**config.mk**
```make
export PLATFORM = sky130hd
export DESIGN_NAME = addsub_arbiter
export DESIGN_NICKNAME = d
export VERILOG_FILES = /design/src/rtl/addsub_arbiter.sv
export SDC_FILE = /design/constraint.sdc
export NUM_CORES = 1
export LEC_CHECK = 0
export CORE_AREA = 4 4 116 118
export CTS_CLUSTER_SIZE = 8
export DETAILED_ROUTE_END_ITERATION = 16
export DIE_AREA = 0 0 120 122
export DONT_BUFFER_PORTS = 1
export GPL_TIMING_DRIVEN = 0
export PLACE_DENSITY_LB_ADDON = 0.08
export RECOVER_POWER = 100
export SLEW_MARGIN = 20
export SYNTH_ARGS = -nofsm -noshare
export SYNTH_HDL_FRONTEND = slang
export SYNTH_SLANG_ARGS = --single-unit
export TNS_END_PERCENT = 30
```
**constraint.sdc**
```tcl
create_clock -name clk -period 7 [get_ports clk]
set_input_delay 1.05 -clock clk [delete_from_list [all_inputs] [get_ports clk]]
set_output_delay 1.05 -clock clk [all_outputs]
set_load 0.05 [all_outputs]
```
**src/rtl/addsub_arbiter.sv**
```systemverilog
// Round-robin arbiter sharing one registered add/subtract datapath among NREQ requesters.
// Optional carry/borrow output is enabled by defining ADDSUB_ARB_CARRY_EN.
module addsub_arbiter #(
  parameter  int WIDTH = 32,
  parameter  int NREQ  = 4,
  localparam int IDW   = $clog2(NREQ)
) (
  input  logic                  clk,
  input  logic                  rst_n,
  input  logic [NREQ-1:0]       req_valid,
  output logic [NREQ-1:0]       req_ready,
  input  logic [NREQ*WIDTH-1:0] req_x,
  input  logic [NREQ*WIDTH-1:0] req_y,
  input  logic [NREQ-1:0]       req_sign,
  output logic                  rsp_valid,
  input  logic                  rsp_ready,
  output logic [IDW-1:0]        rsp_id,
  output logic [WIDTH-1:0]      rsp_z
`ifdef ADDSUB_ARB_CARRY_EN
  ,
  output logic                  rsp_carry
`endif
);

  typedef enum logic {EMPTY, FULL} state_e;

  localparam logic [IDW:0]   NREQ_W = (IDW+1)'(NREQ);
  localparam logic [IDW-1:0] LAST   = IDW'(NREQ - 1);

  state_e           state_q, state_d;
  logic [IDW-1:0]   ptr_q, ptr_d;
  logic [IDW-1:0]   rsp_id_q;
  logic [WIDTH-1:0] rsp_z_q;

  logic             found;
  logic [IDW-1:0]   winner;
  logic             can_accept;
  logic             grant;
  logic [WIDTH-1:0] x_sel, y_sel, z_calc;
  logic             sign_sel;

  // Rotating priority search: first valid requester at or after the pointer wins.
  always_comb begin
    // NOTE: every variable gets a default before any branch so no latch is inferred.
    logic [IDW:0] sum;
    found  = 1'b0;
    winner = '0;
    sum    = '0;
    for (int k = 0; k < NREQ; k++) begin
      sum = {1'b0, ptr_q} + (IDW+1)'(k);
      if (sum >= NREQ_W) sum = sum - NREQ_W;
      if (!found && req_valid[sum[IDW-1:0]]) begin
        found  = 1'b1;
        winner = sum[IDW-1:0];
      end
    end
  end

  assign rsp_valid  = (state_q == FULL);
  // Gated by rst_n so no request is acknowledged while the block is held in reset.
  assign can_accept = rst_n & ((state_q == EMPTY) | (rsp_valid & rsp_ready));
  assign grant      = found & can_accept;

  always_comb begin
    req_ready = '0;
    if (grant) req_ready[winner] = 1'b1;
  end

  assign x_sel    = req_x[winner*WIDTH +: WIDTH];
  assign y_sel    = req_y[winner*WIDTH +: WIDTH];
  assign sign_sel = req_sign[winner];

`ifdef ADDSUB_ARB_CARRY_EN
  logic [WIDTH:0] ext_calc;
  logic           carry_q;

  // The extra top bit is the add carry-out, or the borrow when x < y on subtract.
  assign ext_calc = sign_sel ? ({1'b0, x_sel} - {1'b0, y_sel})
                             : ({1'b0, x_sel} + {1'b0, y_sel});
  assign z_calc   = ext_calc[WIDTH-1:0];

  always_ff @(posedge clk or negedge rst_n) begin
    if (!rst_n)     carry_q <= 1'b0;
    else if (grant) carry_q <= ext_calc[WIDTH];
  end

  assign rsp_carry = carry_q;
`else
  assign z_calc = sign_sel ? (x_sel - y_sel) : (x_sel + y_sel);
`endif

  always_comb begin
    state_d = state_q;
    ptr_d   = ptr_q;
    if (grant) ptr_d = (winner == LAST) ? '0 : winner + 1'b1;
    case (state_q)
      EMPTY:   if (grant) state_d = FULL;
      FULL:    if (grant) state_d = FULL;
               else if (rsp_ready) state_d = EMPTY;
      default: state_d = EMPTY;
    endcase
  end

  always_ff @(posedge clk or negedge rst_n) begin
    if (!rst_n) begin
      // NOTE: state is updated with non-blocking assignments so all registers sample together.
      state_q  <= EMPTY;
      ptr_q    <= '0;
      rsp_id_q <= '0;
      rsp_z_q  <= '0;
    end else begin
      state_q <= state_d;
      ptr_q   <= ptr_d;
      if (grant) begin
        rsp_id_q <= winner;
        rsp_z_q  <= z_calc;
      end
    end
  end

  assign rsp_id = rsp_id_q;
  assign rsp_z  = rsp_z_q;

endmodule

```
== Word level (Yosys, flattened, before mapping) ==
Index checks and enable logic that the tools add are counted.
Word-level totals
  input bits: 267
  flip-flop bits (word level): 37
Cells by class
  multiplexer cells: 31
  add/subtract/negate cells: 10
  reductions and logical operators: 7
  equal/unequal tests: 1
  order comparisons: 10
  bitwise logic cells: 5
  shifts and indexed selects: 2
Operators with widths (number)
  variable part select 128 x 8 -> 32 bit: 2
  adder 32 bit: 1
  two-way mux 32 bit: 1
  subtractor 32 bit: 1
  two-way mux 2 bit: 9
  less-than comparator 2 x 3 -> 1 bit, second input constant: 5
  two-way mux 1 bit: 13
  binary-select mux 1 bit (select 2 bit): 5
  greater-or-equal comparator 3 bit, second input constant: 3
  subtractor 2 x 1 -> 2 bit, second input constant: 4
  adder 2 x 2 -> 3 bit, second input constant: 2
  logical AND 1 bit: 4
  two-way mux 4 bit: 1
  adder 2 x 1 -> 3 bit, second input constant: 1
  AND 1 bit: 3
  greater-or-equal comparator 2 x 3 -> 1 bit, second input constant: 1
  logical NOT 1 bit: 3
  adder 2 x 1 -> 2 bit, second input constant: 1
  demux 1 bit (select 2 bit): 1
  == test 2 bit, second input constant: 1
  greater-or-equal comparator 2 x 1 -> 1 bit, second input constant: 1
  one-hot mux 1 bit (2 select lines): 1
  inverter 1 bit: 1
  bitwise OR 1 bit: 1

== Depth between registers and ports, before layout ==
Gate-level depths: netlist of the first run.
  word-level depth: 19
  mapped depth: 26
  gate-level depth less buffers: 24

== Least setup slack after synthesis of the first run ==
OpenSTA, ideal clock, no wires.
  kind: input to register
  from: input port req_valid[2]
  to: register rsp_z_q[30] (netlist: rsp_z[30])
  path buffers: 4
  cell stages on the path: 25
  setup slack: 1.015 ns
  arrival time: 5.851 ns
  required time: 6.866 ns
  path through: nand2_1 nor2_1 nor3_4 inv_2 buf_2 buf_2 nand2_1 nand3_1 and2_1 clkbuf_1 clkbuf_1 nor2_1 xor2_1 ha_1 a21o_1 a21o_1 a2111oi_0 o22ai_1 a221oi_1 o211ai_1 a31o_2 a21oi_1 o21ai_1 xnor2_1 o21ai_0
Between the ends
  word-level cells in the longest chain between the ends: 15
  elaborated cells between the ends (all ways): 30
RTL lines
  start, declared: line 10  | input logic [NREQ-1:0] req_valid,
  binary-select mux 1 bit (select 2 bit): line 52  | if (!found && req_valid[sum[IDW-1:0]]) begin
  two-way mux 1 bit (implied by the code): line 52
  two-way mux 1 bit: line 52
  logical NOT 1 bit: line 52
  logical AND 1 bit: line 52
  two-way mux 1 bit: line 52
  logical NOT 1 bit: line 52
  logical AND 1 bit: line 52
  two-way mux 1 bit: line 52
  logical NOT 1 bit: line 52
  logical AND 1 bit: line 52
  two-way mux 2 bit: line 52
  variable part select 128 x 8 -> 32 bit, or another cell as far along: line 69  | assign x_sel = req_x[winner*WIDTH +: WIDTH];
  adder 32 bit, or another cell as far along: line 89  | assign z_calc = sign_sel ? (x_sel - y_sel) : (x_sel + y_sel);
  two-way mux 32 bit: line 89
  end signal, assigned: line 116  | rsp_z_q <= z_calc;
  end, declared: line 33  | logic [WIDTH-1:0] rsp_z_q;
Parallel ways exist; a longest one is shown, timed or not. The select of a mux whose other input is x is not followed.
A chain may end at the register's enable or synchronous reset.

== Worst setup path after layout of the first run ==
  from: input port req_valid[3]
  to: register rsp_z_q[30] (netlist: rsp_z[30])
The elaborated chain is that of the path after synthesis.

==> results of run 1 <==
[sequential cells by signal, indices dropped and copies added, names as in the netlist]
name	count
rsp_z	32
rsp_valid	1
ptr_q	2
rsp_id	2
[layout by cell type, fill, tap and decap left out, types with 3 or more instances in the layout]
cell / count
nand2_1: 192
o21ai_0: 53
mux2i_1: 46
a31oi_1: 39
dfrtp_1: 37
ha_1: 36
and3_1: 33
xnor2_1: 33
a21oi_1: 30
clkbuf_1: 29
xor2_1: 29
mux2_2: 26
nor2_1: 22
nand3_1: 17
inv_1: 14
a211oi_1: 14
a21o_1: 14
nand2b_1: 8
o31a_1: 8
o21a_1: 7
and4_1: 7
nand4_1: 6
buf_2: 5
nor2b_1: 5
buf_1: 5
clkbuf_16: 5
or2_2: 4
nor4_1: 4
o31ai_1: 4
nor3_1: 3
and2_1: 3
o21bai_1: 3
[through the flow]
stage / hold slack (ns) / worst slack (ns) / TNS (ns) / area [um2] / total power [uW]
after floorplan: 0.555 / 1.02 / 0 / 5690 / 3550
after global placement: 0.615 / -0.319 / -0.804 / 5910 / 4340
after detailed placement: 0.621 / -0.307 / -0.745 / 5910 / 4410
after CTS: 0.457 / 0.100 / 0 / 6040 / 4640
after global routing: 0.453 / 0.0468 / 0 / 6050 / 5110
final: 0.461 / 0.484 / 0 / 6050 / 4680
[where the power goes]
part / leakage (uW) / total, uW / internal [uW] / switching (uW)
Clock: 0.0000706 / 223 / 131 / 91.6
Combinational: 0.00218 / 3720 / 1520 / 2200
Sequential: 0.000453 / 739 / 320 / 419
[area by class of cell]
class | instances | area share, %
plain buffers | 42 | 3.04
clock buffers | 6 | 2.13
clock inverters | 2 | 0.165
inverters | 16 | 0.992
multi-input cells | 683 | 74.8
flip-flops and latches | 37 | 15.3
well taps | 172 | 3.56
[kinds of logic after synthesis]
kind of cell | after synthesis | share of synthesized area [%]
mux | 72 | 13.2
xor+xnor | 62 | 9.54
buf+inv | 59 | 4.33
flops | 37 | 16.3
fa+ha+maj | 37 | 8.27
compound gates | 194 | 22.0
simple gates | 318 | 26.4
[worst paths after layout]
| check | start | to | slack [ns] | cells past startpoint |
|---|---|---|---|---|
| max | req_valid[3] | rsp_z[30] | 0.48 | 25 |
| min | rst_n | rsp_z[5] | 0.46 | 0 |
| max reg2reg | ptr_q[1] | rsp_z[30] | 0.66 | 25 |
| min reg2reg | ptr_q[0] | ptr_q[0] | 0.67 | 1 |
| max in group asynchronous | rst_n | rsp_z[25] | 6.45 | 0 |
| min in group clk | ptr_q[0] | ptr_q[0] | 0.67 | 1 |
[worst register-to-register path: stages, from the launching register on]
cell,delay [ns]
dfrtp_1,0.45
nor2b_1,0.18
o21a_2,0.25
nor3_4,0.33
inv_2,0.14
buf_2,0.25
buf_2,0.25
clkbuf_1,0.27
clkbuf_1,0.34
nand2_1,0.15
nand3_1,0.08
nand2_1,0.10
ha_1,0.17
inv_1,0.06
fa_1,0.40
a21o_1,0.18
a21o_1,0.22
a2111oi_1,0.55
o22ai_1,0.31
a221oi_2,0.43
o211ai_1,0.22
a31o_2,0.27
a21oi_1,0.24
o21ai_0,0.15
xnor2_1,0.14
o21ai_0,0.08
[metal layers]
layer,wire (um),vias to the layer above,track usage [%]
met5,0,-,0
met4,562,0,8.38
met3,1530,29,4.69
met2,10300,270,47.8
met1,8860,2716,34.1
li1,-,2816,-
[what timing repair did]
item,in CTS,in global routing
gates resized for setup,0,6
endpoints found under the setup margin,1,4
gates cloned,0,0
==> results.sh, run 1 <==
export IMPL_status="finished, final reports clean"
export IMPL_die_area_um2=14600
export IMPL_synthTopCellsByArea="dfrtp_1 (16%), nand2_1 (13%), mux2i_1 (8.1%)"
export IMPL_cts_tree="yes"
export IMPL_multi_input_area_um2=4530
export IMPL_yosysWarningCount=0
export IMPL_cts_buffers_inserted=5
export IMPL_postRouteAntennaNets=0
export IMPL_setup_viol=0
export IMPL_grt_max_degree=39
export IMPL_crit_path_start_kind="input port"
export IMPL_initial_core_util_pct=45.7
export IMPL_hold_violations=0
export IMPL_period_minus_slack_ns=6.52
export IMPL_critPathCaptureType="register"
export IMPL_synth_top_area_share_pct=16.3
export IMPL_ios=306
export IMPL_die_w_um=120
export IMPL_netlist_instances=779
export IMPL_critPathMaxStageDelay_ns=0.54
export IMPL_cp_slowest_cell="a2111oi_1"
export IMPL_hold_class="input port to asynchronous set/reset pin"
export IMPL_relSlewSlack_pct=38.9
export IMPL_critPathTopFamily="compound AO/OA/AOI/OAI gates"
export IMPL_drc=0
export IMPL_max_cap_violations=0
export IMPL_htreeDepth=2
export IMPL_ir_drop_mv=0.221
export IMPL_vias=5831
export IMPL_clk_latency_ns=0.28
export IMPL_skew_ns=0.00787
export IMPL_ctsHoldBuffers=0
export IMPL_synth_fp_nets=1083
export IMPL_grt_pass1_wl_mm=31.2
export IMPL_slew_violations=0
export IMPL_cts_sinks=37
export IMPL_first_iter_violations=287
export IMPL_drt_total_wl_mm=21.3
export IMPL_drive_gt1_share_pct=8.14
export IMPL_portBuffers=0
export IMPL_gr_total_overflow=0
export IMPL_die_y_um=122
export IMPL_via_per_inst=6.09
export IMPL_fin_crit_sh_pct=93.1
export IMPL_crit_fanout=11
export IMPL_worstSetupPathType="input port to register"
export IMPL_nFillCells=1325
export IMPL_synth_most_common_cell="nand2_1"
export IMPL_grt_pass1_vias=5774
export IMPL_drt_pass1_iterations=7
export IMPL_n_antenna_cell=0
export IMPL_synthArstFlopShare_pct=100
export IMPL_yosys_register_bits=37
export IMPL_final_util_pct=48.6
export IMPL_synth_flop_cell="dfrtp_1"
export IMPL_synth_area_per_cell_um2=7.31
export IMPL_ys_seq_area_share_pct=16.3
export IMPL_hpwl_mm=18.1
export IMPL_finalNetCount=1089
export IMPL_dp_cells=951
export IMPL_yosysTopAreaCell="dfrtp_1"
export IMPL_fmax_ghz=0.153
export IMPL_final_cells=958
export IMPL_synth_commonest_cells="nand2_1 (192), o21ai_0 (51), mux2i_1 (46)"
export IMPL_p_leak_uw=0.00271
export IMPL_clk_pin_slew_worst_paths_ns=0.06
export IMPL_root_buffer="clkbuf_16"
export IMPL_crit_arrival_ns=6.66
export IMPL_wl_per_cell_um=22.2
export IMPL_yosysUniqueCellTypes=63
export IMPL_seq_area_um2=926
export IMPL_rsz0062_at_grt="no"
export IMPL_gp_congestion=0.968
export IMPL_area_growth_pct=6.35
export IMPL_antenna_found_initial=0
export IMPL_crit_buf_inv=6
export IMPL_powerDensity_nw_per_um2=774
export IMPL_cts_setup_buffers=0
export IMPL_fp_row_count=41
export IMPL_ctsLongestPathBuffers=2
export IMPL_grt_use_total_pct=27.2
export IMPL_max_slew_worst_pin_slew_ns=0.913
export IMPL_core_um2=12500
export IMPL_synth_edf_count=0
export IMPL_cp_required_ns=7.14
export IMPL_synth_area_um2=5690
Power figures use the tool's default switching activity.
==> inputs of run 2 (changes only) <==
--- a/config.mk
+++ b/config.mk
@@ -5,6 +5,7 @@
 export SDC_FILE = /design/constraint.sdc
 export NUM_CORES = 1
 export LEC_CHECK = 0
+export ABC_CLOCK_PERIOD_IN_PS = 7000
 export CORE_AREA = 4 4 116 118
 export CTS_CLUSTER_SIZE = 8
 export DETAILED_ROUTE_END_ITERATION = 16
@@ -13,6 +14,7 @@
 export GPL_TIMING_DRIVEN = 0
 export PLACE_DENSITY_LB_ADDON = 0.08
 export RECOVER_POWER = 100
+export REMOVE_ABC_BUFFERS = 1
 export SLEW_MARGIN = 20
 export SYNTH_ARGS = -nofsm -noshare
 export SYNTH_HDL_FRONTEND = slang
==> results.sh, run 2 (synthesized netlist as in run 1, its figures left out) <==
export IMPL_cts_buffers_inserted=5
export IMPL_powerDensity_nw_per_um2=756
export IMPL_postRouteAntennaNets=0
export IMPL_worstSetupPathType="input port to register"
export IMPL_p_leak_uw=0.00268
export IMPL_whs_ns=0.451
export IMPL_initial_core_util_pct=45.7
export IMPL_setup_viol=0
export IMPL_wl_per_cell_um=19.4
export IMPL_drt_total_wl_mm=18.0
export IMPL_fp_row_count=41
export IMPL_grt_use_total_pct=23.6
export IMPL_cp_slowest_cell="o41ai_1"
export IMPL_crit_path_start_kind="input port"
export IMPL_antenna_found_initial=3
export IMPL_status="finished, final reports clean"
export IMPL_power_uw=4520
export IMPL_via_per_inst=5.98
export IMPL_layout_commonest_cell="nand2_1"
export IMPL_htreeDepth=2
export IMPL_finalNetCount=1053
export IMPL_grt_pass1_vias=5534
export IMPL_drive_gt1_share_pct=8.13
export IMPL_cts_tree="yes"
export IMPL_crit_top_cell="a21oi_1"
export IMPL_cts_setup_buffers=0
export IMPL_place_ws_ns=0.00780
export IMPL_switching_power_uw=2550
export IMPL_cts_sinks=37
export IMPL_crit_arrival_ns=6.65
export IMPL_crit_chain="nand2_1 > nor2_1 > nor3_4 > buf_8 > inv_6 > mux2i_1 > mux2_1 > ha_1 > nor3b_1 > and2_0 > a21oi_1 > xor2_1 > ha_1 > a21oi_1 > nand2_1 > a21o_1 > a21oi_1 > o41a_1 > o41ai_1 > nand4_1 > nand2_1 > a21oi_1 > xnor2_1 > o21ai_0"
export IMPL_critPathCaptureType="register"
export IMPL_die_w_um=120
export IMPL_ios=306
export IMPL_crit_buf_inv=2
export IMPL_cp_required_ns=7.14
export IMPL_root_buffer="clkbuf_16"
export IMPL_clk_latency_ns=0.29
export IMPL_gp_congestion=0.837
export IMPL_combPwrFrac_pct=78.6
export IMPL_largest_reg_flops=32
export IMPL_crit_fanout=51
export IMPL_die_y_um=122
export IMPL_first_iter_violations=233
export IMPL_clock_power_share_pct=5.1
export IMPL_ir_drop_mv=0.327
export IMPL_slew_violations=0
export IMPL_worst_slack_ns=0.492
export IMPL_grt_max_degree=75
export IMPL_portBuffers=0
export IMPL_die_area_um2=14600
export IMPL_grt_pass1_wl_mm=28.0
export IMPL_drt_pass1_iterations=5
export IMPL_relSlewSlack_pct=38.9
export IMPL_ctsLongestPathBuffers=2
export IMPL_p_sw_share_pct=56.4
export IMPL_fin_crit_sh_pct=93.0
export IMPL_area_growth_pct=5.19
export IMPL_rsz0062_at_grt="no"
export IMPL_drc=0
export IMPL_period_minus_slack_ns=6.51
export IMPL_clk_pin_slew_worst_paths_ns=0.06
export IMPL_critPathMaxStageDelay_ns=0.68
export IMPL_hold_violations=0
export IMPL_seqPwrFrac_pct=16.3
export IMPL_gr_total_overflow=0
export IMPL_skew_ns=0.00729
export IMPL_hold_class="input port to asynchronous set/reset pin"
export IMPL_critPathTopFamily="simple AND/OR/NAND/NOR gates"
export IMPL_fmax_ghz=0.154
export IMPL_hpwl_mm=14.4
export IMPL_vias=5523
export IMPL_max_cap_violations=0
export IMPL_internal_power_uw=1970
export IMPL_max_slew_worst_pin_slew_ns=0.914
export IMPL_mostFrequentLayoutCells="nand2_1 (192), o21ai_0 (52), mux2i_1 (46)"
export IMPL_core_um2=12500
==> run 2: layout make-up <==
class                           count  area, um2
Antenna cell                        2       5.00
Clock buffer                        6        129
Clock inverter                      2       10.0
Fill cell                        1293       6480
Inverter                           16       67.6
Multi-Input combinational cell    683       4530
Sequential cell                    37        926
Tap cell                          172        215
Timing Repair Buffer                6        104
==> run 2: final timing paths <==
check	slack [ns]	startpoint	endpoint	depth (start not counted)
worst min-delay path	0.45	rst_n	rsp_z[6]	0
worst min register to register	0.63	ptr_q[0]	ptr_q[0]	1
worst max-delay path	0.49	req_valid[2]	rsp_z[31]	24
max in group asynchronous	6.46	rst_n	rsp_z[23]	0
min in group clk	0.63	ptr_q[0]	ptr_q[0]	1
worst max register to register	0.78	ptr_q[1]	rsp_z[31]	24
==> run 2: what timing repair did <==
| item | 4_1_cts | 5_1_grt |
|---|---|---|
| hold buffers | 0 | 0 |
| setup endpoints to repair | 0 | 3 |
| resized for setup | 0 | 3 |
==> run 2: power by group through the flow <==
stage	Combinational [uW]	Sequential (uW)	Clock (uW)
floorplan	2810	713	0
global placement	3450	744	0
detailed placement	3530	745	0
CTS	3560	740	235
global route	4000	752	242
finish	3560	738	229
==> run 2: layer usage <==
metal / up-vias / track usage, % / share of wire [%]
met5: - / 0 / 0.039
met1: 2571 / 29.8 / 42
met3: 16 / 5.06 / 6.8
met4: 2 / 4.80 / 0.98
li1: 2735 / - / -
met2: 199 / 41.6 / 50
==> run 2: through the flow <==
stage	utilization, %	instances	setup TNS (ns)	cell area, um2
after CTS	48.0	922	0	5980
after detailed placement	46.9	914	0	5850
after floorplan	-	736	-15.49	5510
after global routing	48.0	924	0	5990
after global placement	45.9	908	-77.93	5720
final	48.0	924	0	5990
